File: config.mk
export PLATFORM = sky130hd
export DESIGN_NAME = ieee_fp_divider_flat
export DESIGN_NICKNAME = d
export VERILOG_FILES = /design/src/rtl/ieee_fp_divider_if.sv /design/src/rtl/ieee_fp_divider.sv /design/src/flat_wrapper.sv
export SDC_FILE = /design/constraint.sdc
export NUM_CORES = 1
export LEC_CHECK = 0
export ABC_AREA = 1
export CORE_ASPECT_RATIO = 1.1
export CORE_MARGIN = 10
export CORE_UTILIZATION = 50
export CTS_CLUSTER_SIZE = 16
export DETAILED_ROUTE_END_ITERATION = 6
export PLACE_DENSITY = 0.74
export SLEW_MARGIN = 30
export SYNTH_ARGS = -nofsm -noshare
export SYNTH_HDL_FRONTEND = slang
export SYNTH_SLANG_ARGS = --single-unit
File: constraint.sdc
create_clock -name clk -period 6.2 [get_ports clk]
set_clock_uncertainty 0.05 [all_clocks]
set_input_delay 1.24 -clock clk [delete_from_list [all_inputs] [get_ports clk]]
set_output_delay 1.24 -clock clk [all_outputs]
set_load 0.02 [all_outputs]
File: src/rtl/ieee_fp_divider_if.sv
// Handshake and operand/result bundle for the single-precision divider.
interface ieee_fp_divider_if;
    logic        start;
    logic [31:0] number1;
    logic [31:0] number2;
    logic [31:0] result;
    logic        busy;
    logic        done;

    modport master (output start, number1, number2, input result, busy, done);
    modport slave  (input start, number1, number2, output result, busy, done);
endinterface

File: src/rtl/ieee_fp_divider.sv
// Fixed-latency IEEE-754 single-precision divider (restoring, one quotient bit per cycle).
// FP_DIV_ROUND_NEAREST_EN selects round-to-nearest-even; default build truncates.
module ieee_fp_divider (
    input  logic            clk,
    input  logic            rstn,
    ieee_fp_divider_if.slave bus
);

    typedef enum logic [2:0] {IDLE, UNPACK, DIVIDE, NORMALIZE, ROUND, DONE} state_t;

    state_t             state_q, state_d;
    logic [31:0]        a_q, a_d, b_q, b_d;
    logic               sign_q, sign_d;
    logic signed [9:0]  exp_q, exp_d;
    logic [25:0]        rem_q, rem_d;
    logic [23:0]        div_q, div_d;
    logic [25:0]        quo_q, quo_d;
    logic [4:0]         cnt_q, cnt_d;
    logic               spec_q, spec_d;
    logic [31:0]        spec_val_q, spec_val_d;
    logic [31:0]        result_q, result_d;
    logic               busy_q, busy_d;
    logic               done_q, done_d;
`ifdef FP_DIV_ROUND_NEAREST_EN
    logic               sticky_q, sticky_d;
`endif

    logic [7:0]         e1, e2;
    logic [22:0]        f1, f2;
    logic               z1, z2, i1, i2, n1, n2, s_x;
    logic               rem_ge, rnd_inc;
    logic [24:0]        mant_rnd;
    logic signed [9:0]  exp_rnd;
    logic [22:0]        frac_fin;
    logic [31:0]        packed_res;

    // Denormals have a zero exponent field and are deliberately classed as zero.
    assign e1  = a_q[30:23];
    assign e2  = b_q[30:23];
    assign f1  = a_q[22:0];
    assign f2  = b_q[22:0];
    assign z1  = (e1 == 8'd0);
    assign z2  = (e2 == 8'd0);
    assign i1  = (e1 == 8'hFF) && (f1 == 23'd0);
    assign i2  = (e2 == 8'hFF) && (f2 == 23'd0);
    assign n1  = (e1 == 8'hFF) && (f1 != 23'd0);
    assign n2  = (e2 == 8'hFF) && (f2 != 23'd0);
    assign s_x = a_q[31] ^ b_q[31];

    always_comb begin
        state_d    = state_q;
        a_d        = a_q;
        b_d        = b_q;
        sign_d     = sign_q;
        exp_d      = exp_q;
        rem_d      = rem_q;
        div_d      = div_q;
        quo_d      = quo_q;
        cnt_d      = cnt_q;
        spec_d     = spec_q;
        spec_val_d = spec_val_q;
        result_d   = result_q;
        busy_d     = busy_q;
        done_d     = 1'b0;
`ifdef FP_DIV_ROUND_NEAREST_EN
        sticky_d   = sticky_q;
        rnd_inc    = quo_q[1] & (quo_q[0] | sticky_q | quo_q[2]);
`else
        rnd_inc    = 1'b0;
`endif
        rem_ge   = (rem_q >= {2'b00, div_q});
        mant_rnd = {1'b0, quo_q[25:2]} + {24'd0, rnd_inc};
        if (mant_rnd[24]) begin
            exp_rnd  = exp_q + 10'sd1;
            frac_fin = mant_rnd[23:1];
        end else begin
            exp_rnd  = exp_q;
            frac_fin = mant_rnd[22:0];
        end
        if (exp_rnd <= 10'sd0)
            packed_res = {sign_q, 31'd0};
        else if (exp_rnd >= 10'sd255)
            packed_res = {sign_q, 8'hFF, 23'd0};
        else
            packed_res = {sign_q, exp_rnd[7:0], frac_fin};

        case (state_q)
            IDLE: begin
                if (bus.start) begin
                    a_d     = bus.number1;
                    b_d     = bus.number2;
                    busy_d  = 1'b1;
                    state_d = UNPACK;
                end
            end
            UNPACK: begin
                sign_d  = s_x;
                exp_d   = $signed({2'b00, e1}) - $signed({2'b00, e2}) + 10'sd127;
                rem_d   = {2'b00, (z1 ? 24'd0 : {1'b1, f1})};
                div_d   = z2 ? 24'd0 : {1'b1, f2};
                quo_d   = 26'd0;
                cnt_d   = 5'd25;
                spec_d  = 1'b1;
                if (n1 | n2 | (z1 & z2) | (i1 & i2))
                    spec_val_d = 32'h7FC0_0000;
                else if (i1 | z2)
                    spec_val_d = {s_x, 8'hFF, 23'd0};
                else if (i2 | z1)
                    spec_val_d = {s_x, 31'd0};
                else begin
                    spec_d     = 1'b0;
                    spec_val_d = 32'd0;
                end
                state_d = DIVIDE;
            end
            DIVIDE: begin
                quo_d = {quo_q[24:0], rem_ge};
                rem_d = (rem_ge ? (rem_q - {2'b00, div_q}) : rem_q) << 1;
                cnt_d = cnt_q - 5'd1;
                if (cnt_q == 5'd0)
                    state_d = NORMALIZE;
            end
            NORMALIZE: begin
                if (!quo_q[25]) begin
                    quo_d = {quo_q[24:0], 1'b0};
                    exp_d = exp_q - 10'sd1;
                end
`ifdef FP_DIV_ROUND_NEAREST_EN
                sticky_d = |rem_q;
`endif
                state_d = ROUND;
            end
            ROUND: begin
                // Result and done are registered on entry to DONE so both are visible during it.
                result_d = spec_q ? spec_val_q : packed_res;
                done_d   = 1'b1;
                busy_d   = 1'b0;
                state_d  = DONE;
            end
            DONE:    state_d = IDLE;
            default: state_d = IDLE;
        endcase
    end

    always_ff @(posedge clk or posedge rstn) begin
        if (rstn) begin
            state_q    <= IDLE;
            a_q        <= 32'd0;
            b_q        <= 32'd0;
            sign_q     <= 1'b0;
            exp_q      <= 10'sd0;
            rem_q      <= 26'd0;
            div_q      <= 24'd0;
            quo_q      <= 26'd0;
            cnt_q      <= 5'd0;
            spec_q     <= 1'b0;
            spec_val_q <= 32'd0;
            result_q   <= 32'd0;
            busy_q     <= 1'b0;
            done_q     <= 1'b0;
`ifdef FP_DIV_ROUND_NEAREST_EN
            sticky_q   <= 1'b0;
`endif
        end else begin
            state_q    <= state_d;
            a_q        <= a_d;
            b_q        <= b_d;
            sign_q     <= sign_d;
            exp_q      <= exp_d;
            rem_q      <= rem_d;
            div_q      <= div_d;
            quo_q      <= quo_d;
            cnt_q      <= cnt_d;
            spec_q     <= spec_d;
            spec_val_q <= spec_val_d;
            result_q   <= result_d;
            busy_q     <= busy_d;
            done_q     <= done_d;
`ifdef FP_DIV_ROUND_NEAREST_EN
            sticky_q   <= sticky_d;
`endif
        end
    end

    assign bus.result = result_q;
    assign bus.busy   = busy_q;
    assign bus.done   = done_q;

endmodule

File: src/flat_wrapper.sv
// flat-port wrapper written by rule: the top's interface ports become plain ports
module ieee_fp_divider_flat 
  (clk, rstn, bus_start, bus_number1, bus_number2, bus_result, bus_busy, bus_done);
  ieee_fp_divider_if bus_i ();
  input  logic clk;
  input  logic rstn;
  input wire logic [$bits(bus_i.start)-1:0] bus_start;
  input wire logic [$bits(bus_i.number1)-1:0] bus_number1;
  input wire logic [$bits(bus_i.number2)-1:0] bus_number2;
  output wire logic [$bits(bus_i.result)-1:0] bus_result;
  output wire logic [$bits(bus_i.busy)-1:0] bus_busy;
  output wire logic [$bits(bus_i.done)-1:0] bus_done;
  assign bus_i.start = bus_start;
  assign bus_i.number1 = bus_number1;
  assign bus_i.number2 = bus_number2;
  assign bus_result = bus_i.result;
  assign bus_busy = bus_i.busy;
  assign bus_done = bus_i.done;
  ieee_fp_divider u_core (.clk(clk), .rstn(rstn), .bus(bus_i));
endmodule
==> summary.txt, run 1 <==
Die
  • Die Y: around 180 um
  • Core area: ~0.022 mm2
  • Die Area: about 0.029 mm2
  • Die width: 162.7 um
  • # rows: 57
  • Initial Util: 50.81%
  • Io pins: 101

Clock network
  • PostCTS Resize Cnt: 0
  • Max Root-Sink Buffers: 2
  • CTS Sinks: around 200
  • Root Buffer: clkbuf_16
  • # Post-CTS Setup Buffers: 0
  • Clk slew on worst S/H paths: 0.08 ns
  • CTS tree: done
  • CTS Buf Count: 17
  • Skew-Pair Late Insertion Delay: roughly 0.45 ns
  • H-tree depth: 4
  • CTS Hold Bufs: 0

Placement
  • Pre-CTS WS: between 2 and 3 ns
  • IO buf count: 100
  • DP Cell Count: roughly 1900
  • Cell Area, Placed: 0.01239 mm2
  • GP Congestion: roughly 0.94
  • Detailed Place HPWL: 20.18 mm

Setup path
  • Crit-path leading delay family: simple AND/OR/NAND/NOR gates
  • Crit path kind: register to register
  • CP max stage cell: nand2_2
  • Ordered list of cells on the worst path: inv_1 > ha_1 > inv_1 > fa_1 > nand2_1 > nand3_1 > nand3_1 > nand2_1 > nand2_1 > nand2_1 > nand2_2 > nand3_4 > or2_1 > nand3_1 > nand2_1
  • WP buf/inv: 2
  • CP dominant cell by count: nand2_1
  • Critical Path AT: 3.49 ns
  • Setup crit end kind: register
  • Worst Path Max Fanout: 28
  • Type of origin of the critical path: register
  • CP max stage delay: about 0.44 ns
  • WP data required: between 6 and 7 ns

Yosys
  • Number of synthesized flops with an enable pin: 0
  • Post-synthesis cell area: around 0.011 mm2
  • Post-synthesis async set-or-reset flop share: 100.0%
  • Synth Instances: 1520
  • Mapped Nets: 1626
  • Warnings from Yosys: 0
  • Seq cells post-synth: roughly 200
  • Syn Area/Cell: 7.366 um2
  • Count of different cell masters after synthesis: 44
  • Predominant post-synthesis flop cell: dfrtp_1
  • Sequential fraction of the synthesis area: about 44%

Final layout
  • Share of cells above drive strength 1: under 10%
  • NumNets Final: ~1700
  • Non-filler cells, final: around 1900
  • Post-route cell area: ~0.013 mm2
  • Most frequent cells in the layout: nand2_1 (347), inv_1 (251), dfrtp_1 (197), nor2_1 (152)
  • Diode count: 0
  • Fill count: just under 2000
  • Syn-to-layout area delta: 16.11%
  • Final core occ: between 50% and 60%
  • Commonest non-fill, non-tap cell in the layout: nand2_1

Routing
  • Routed wire per std cell: 14.77 um
  • Drt total wl: 28.03 mm
  • DR DRC count: 0
  • Via count: between 9000 and 10000
  • Initial drt markers: between 900 and 1000
  • Vias/cell: approximately 5.3
  • Post-DRT Antenna Nets: 0
  • Drt first pass iters: 6

GRT
  • First-pass GRT wire length: about 47 mm
  • GR Overflow Total: 0
  • Tot GR Track Use: about a fifth
  • Largest net degree at the start of global routing: 150
  • Vias in the first global route: just under 10000
  • Initial antenna violation count: 1

Power
  • Max IR drop VDD: about 0.28 mV
  • Pwr dens: just under 600 mW/mm2
  • Leak: 6.667 nW

STA
  • Final worst slack: approximately 3 ns
  • Final Hold Fails: 0
  • RSZ-0062 raised after global routing: false
  • Clock period minus worst slack: about 3.2 ns
  • Slew Viols, Final: 0
  • Slew headroom: a little over two fifths
  • Setup-failing EPs final: 0
  • Setup TNS: 0 ns
  • FMAX: around 0.31 GHz
  • Period Utilization, post-route: 51.63%
  • Worst slew pin tran: ~0.85 ns

Worst hold path
  • Hold/Removal Path Class: register to register

Run
  • Max-Cap Viols: 0

Outcome
  • Status: completed
==> Yosys cell counts (2+ instances only) <==
cell	n	area share (%)
a21o_1	2	0.13
a21oi_1	121	5.4
and2_1	2	0.11
buf_2	24	1.1
buf_4	3	0.20
clkbuf_1	27	0.91
dfrtp_1	197	44
ha_1	38	4.2
inv_1	252	8.4
inv_2	5	0.17
mux2_2	3	0.30
nand2_1	349	12
nand2_2	2	0.11
nand3_1	122	5.5
nand3b_1	9	0.60
nand4_1	52	2.9
nor2_1	152	5.1
nor2_2	5	0.28
nor3_1	8	0.36
nor3_2	4	0.36
nor4_1	3	0.17
o21ai_0	79	3.5
o221ai_1	2	0.16
o22ai_1	22	1.2
xnor2_1	12	0.94
xor2_1	7	0.55
==> kinds of logic (layout without fill, tap and decap cells) <==
family | after synthesis | count (layout) | share of synthesized area (%)
fa+ha+maj | 39 | 39 | 4.425
simple gates | 715 | 715 | 27.72
buf+inv | 313 | 396 | 10.93
flops | 197 | 197 | 44.03
xor+xnor | 19 | 19 | 1.486
compound gates | 234 | 234 | 11.11
mux | 3 | 3 | 0.3017
==> worst reg2reg max path, stage by stage, from the launching register on <==
cell     delay, ns
dfrtp_1       0.37
inv_1         0.09
ha_1          0.14
inv_1         0.07
fa_1          0.43
nand2_1       0.10
nand3_1       0.08
nand3_1       0.08
nand2_1       0.14
nand2_1       0.09
nand2_1       0.09
nand2_2       0.44
nand3_4       0.42
or2_1         0.36
nand3_1       0.08
nand2_1       0.05
==> path summary, 6_finish.rpt <==
path	startpoint	to	slack, ns	cells after the start
worst max-delay path	u_core.rem_q[0]	u_core.rem_q[24]	3.00	15
worst min-delay path	u_core.bus.result[0]	u_core.bus.result[0]	0.44	2
worst max register to register	u_core.rem_q[0]	u_core.rem_q[24]	3.00	15
worst min register to register	u_core.bus.result[0]	u_core.bus.result[0]	0.44	2
max in group asynchronous	rstn	u_core.a_q[28]	3.59	4
min in group asynchronous	rstn	u_core.bus.result[10]	1.25	3
==> final cells by class <==
cell class / instances / area, um2 / share of cell area, %
clock buffer: 17 / 425.4 / 3.272
clock inverter: 15 / 178.9 / 1.376
inverter: 258 / 972.2 / 7.478
multi-input combinational: 1010 / 5067 / 38.98
sequential: 197 / 4930 / 37.92
tap: 295 / 369.1 / 2.839
timing repair buffer: 106 / 1059 / 8.142
==> sequential cells by signal, indices dropped and copies added, names as in the netlist <==
| name | flops |
|---|---|
| u_core.a_q | 32 |
| u_core.b_q | 32 |
| u_core.bus.busy | 1 |
| u_core.bus.done | 1 |
| u_core.bus.result | 32 |
| u_core.cnt_q | 5 |
| u_core.div_q | 24 |
| u_core.exp_q | 10 |
| u_core.quo_q | 26 |
| u_core.rem_q | 26 |
| u_core.sign_q | 1 |
| u_core.spec_q | 1 |
| u_core.spec_val_q | 3 |
| u_core.state_q | 3 |
==> power breakdown <==
part / switching [mW] / total [mW] / internal, mW
sequential: 0.262 / 2.03 / 1.77
clock: 0.587 / 1.14 / 0.550
combinational: 2.95 / 4.47 / 1.51
==> metal layers <==
metal | GRT usage, % | up-vias | routed length (um)
met5 | 0 | - | 9
met2 | 31.71 | 238 | 13240
li1 | - | 5009 | -
met3 | 3.886 | 25 | 1400
met4 | 5.526 | 2 | 342
met1 | 26.66 | 4713 | 13040
==> metrics by stage <==
step,hold WS (ns),total power [mW]
floorplan,0.3866,5.440
global placement,0.4027,6.361
detailed placement,0.4133,6.467
CTS,0.4407,7.637
global route,0.4516,8.409
finish,0.4359,7.634
(Power assumes the default switching activity.)
==> run 2: changes to the inputs <==
==> constraint.sdc (replaced) <==
create_clock -name clk -period 2.6 [get_ports clk]
set_clock_uncertainty 0.05 [all_clocks]
set_input_delay 0.52 -clock clk [delete_from_list [all_inputs] [get_ports clk]]
set_output_delay 0.52 -clock clk [all_outputs]
set_load 0.02 [all_outputs]
==> summary.txt, run 2 (same netlist as run 1, synthesis figures left out) <==
Outcome
  • Status: finished, violations left
  • Failing checks: DRC

Final layout
  • NumNets Final: 1722 (+1.5%)
  • Non-filler cells, final: 1924 (+1.4%)
  • Syn-to-layout area delta: 18.95%
  • Diode count: 0 (unchanged)
  • Share of cells above drive strength 1: 5.648% (+1.5 points)
  • Fill count: 2009 (+1.1%)
  • Most frequent cells in the layout: nand2_1 (348), inv_1 (251), dfrtp_1 (197), nor2_1 (152)
  • Commonest non-fill, non-tap cell in the layout: nand2_1

GRT
  • Vias in the first global route: 10117 (+5.0%)
  • First-pass GRT wire length: 49.47 mm (+4.7%)
  • Tot GR Track Use: 20.78% (+1.0 points)
  • Initial antenna violation count: 0 (-1)
  • Largest net degree at the start of global routing: 61 (-59%)
  • GR Overflow Total: 0 (unchanged)

Setup path
  • Worst Path Max Fanout: 15 (-46%)
  • Critical Path AT: 2.70 ns (-0.79 ns)
  • Crit-path leading delay family: simple AND/OR/NAND/NOR gates
  • Ordered list of cells on the worst path: inv_1 > ha_1 > inv_1 > fa_2 > nand2_1 > nand3_1 > nand3_1 > nand2_1 > nand2_1 > nand2_1 > nand2_2 > nand3_4 > buf_12 > or2_1 > nand3_1 > nand2_1
  • CP max stage delay: 0.37 ns (-0.07 ns)
  • Type of origin of the critical path: register
  • Crit path kind: register to register
  • Setup crit end kind: register
  • Reg2reg end: u_core.rem_q[24]
  • WP buf/inv: 3 (+1)
  • CP dominant cell by count: nand2_1
  • Worst-case reg-to-reg path depth: 16 (+1)
  • Reg2Reg Launch Point: u_core.rem_q[0]
  • WP data required: 2.89 ns (-3.60 ns)
  • Reg2reg setup slack: 0.19 ns (-2.80 ns)
  • CP max stage cell: dfrtp_1
  • WP depth: 16 (+1)

STA
  • Hold_ws: 0.4344 ns (-0.001520 ns)
  • Clock period minus worst slack: 2.406 ns (-0.7954 ns)
  • Slew Viols, Final: 0 (unchanged)
  • Setup-failing EPs final: 0 (unchanged)
  • RSZ-0062 raised after global routing: false
  • Slew headroom: 45.99% (+2.6 points)
  • FMAX: 0.4156 GHz (+33%)
  • Period Utilization, post-route: 92.53% (+41 points)
  • Final Hold Fails: 0 (unchanged)
  • Worst slew pin tran: 0.8081 ns (-0.04107 ns)

Power
  • Max IR drop VDD: 0.6529 mV (+130%)
  • Leak: 6.846 nW (+2.7%)
  • Pwr dens: 1421 mW/mm2 (+140%)

Clock network
  • CTS Buf Count: 17 (unchanged)
  • Root Buffer: clkbuf_16
  • Max Root-Sink Buffers: 2 (unchanged)
  • CTS Sinks: 197 (unchanged)
  • H-tree depth: 4 (unchanged)
  • Clk slew on worst S/H paths: 0.08 ns (about the same)
  • Skew-Pair Late Insertion Delay: 0.45 ns (about the same)
  • CTS tree: done

Die
  • Die Y: 177.0 um (unchanged)
  • Initial Util: 50.81% (unchanged)
  • # rows: 57 (unchanged)
  • Die width: 162.7 um (unchanged)
  • Die Area: 0.02879 mm2 (unchanged)
  • Core area: 0.02204 mm2 (unchanged)
  • Io pins: 101 (unchanged)

Placement
  • DP Cell Count: 1890 (+1.3%)
  • GP Congestion: 0.9479 (+0.95%)
  • IO buf count: 100 (unchanged)
  • Detailed Place HPWL: 21.71 mm (+7.6%)

Routing
  • Vias/cell: 5.320 (+1.1%)
  • Initial drt markers: 762 (-16%)
  • Via count: 10236 (+2.5%)
  • Drt total wl: 29.25 mm (+4.3%)
  • Drt first pass iters: 7 (+1)
  • Routed wire per std cell: 15.20 um (+2.9%)
  • DR DRC count: 1 (+1)
  • Post-DRT Antenna Nets: 0 (unchanged)

Worst hold path
  • Worst hold endpoint: u_core.sign_q
  • Hold/Removal Path Class: register to register
  • Worst Hold Launch: u_core.sign_q
  • Hold depth: 2 (unchanged)

Run
  • Max-Cap Viols: 0 (unchanged)
==> run 2: metrics by stage <==
step / setup TNS, ns / worst slack [ns] / total power, mW / cell area, um2 / utilization (%)
after floorplan: -101.73 / -0.5164 / 12.97 / 11200 / -
after global placement: 0 / 0.2258 / 15.67 / 12660 / 57.45
after detailed placement: 0 / 0.1102 / 15.87 / 12660 / 57.45
after global routing: 0 / 0.02248 / 20.71 / 13320 / 60.44
after CTS: 0 / 0.05931 / 18.75 / 13280 / 60.27
final: 0 / 0.1941 / 18.93 / 13320 / 60.44
==> run 2: worst max path at each step <==
stage | endpoint | from | slack, ns
4_1_cts | u_core.rem_q[10] | u_core.rem_q[0] | 0.06
6_report | u_core.rem_q[24] | u_core.rem_q[0] | 0.19
2_1_floorplan | u_core.a_q[0] | rstn | -0.52
5_1_grt | u_core.rem_q[24] | u_core.rem_q[0] | 0.02
3_5_place_dp | u_core.rem_q[9] | u_core.rem_q[0] | 0.11
3_3_place_gp | u_core.rem_q[15] | u_core.rem_q[0] | 0.23
==> run 2: repair_timing <==
action / CTS / global route
gates resized for setup: 0 / 3
hold buffers: 0 / 0
endpoints found under the setup margin: 0 / 47
hold endpoints to repair: 0 / 0
buffers inserted: 0 / 2
==> run 2: worst min-delay path, cell delays in order, from the launching register on <==
cell and delay (ns):
dfrtp_1 0.35, nand2_1 0.06, nand2_1 0.05
==> run 2: routing by layer <==
layer | global-route usage, % | wire length (um) | vias up
met2 | 33.65 | 13580 | 285
li1 | - | - | 5045
met1 | 27.10 | 13270 | 4870
met5 | 0 | 0 | -
met4 | 5.940 | 485 | 0
met3 | 5.072 | 1906 | 36
==> run 2: cell type report <==
| cell class | instances | area [um2] | share of cell area, % |
|---|---|---|---|
| inverters | 258 | 972.2 | 7.299 |
| flip-flops and latches | 197 | 4930 | 37.01 |
| well taps | 295 | 369.1 | 2.771 |
| clock buffers | 17 | 425.4 | 3.194 |
| repair buffers | 132 | 1358 | 10.19 |
| clock inverters | 15 | 197.7 | 1.484 |
| multi-input cells | 1010 | 5067 | 38.05 |
==> run 2: report_power, final <==
group,switching (mW),internal [mW],leakage [nW]
clock network,1.38,1.41,0.304
registers,0.660,4.21,2.36
logic,7.30,3.97,4.18
total,9.34,9.59,6.85
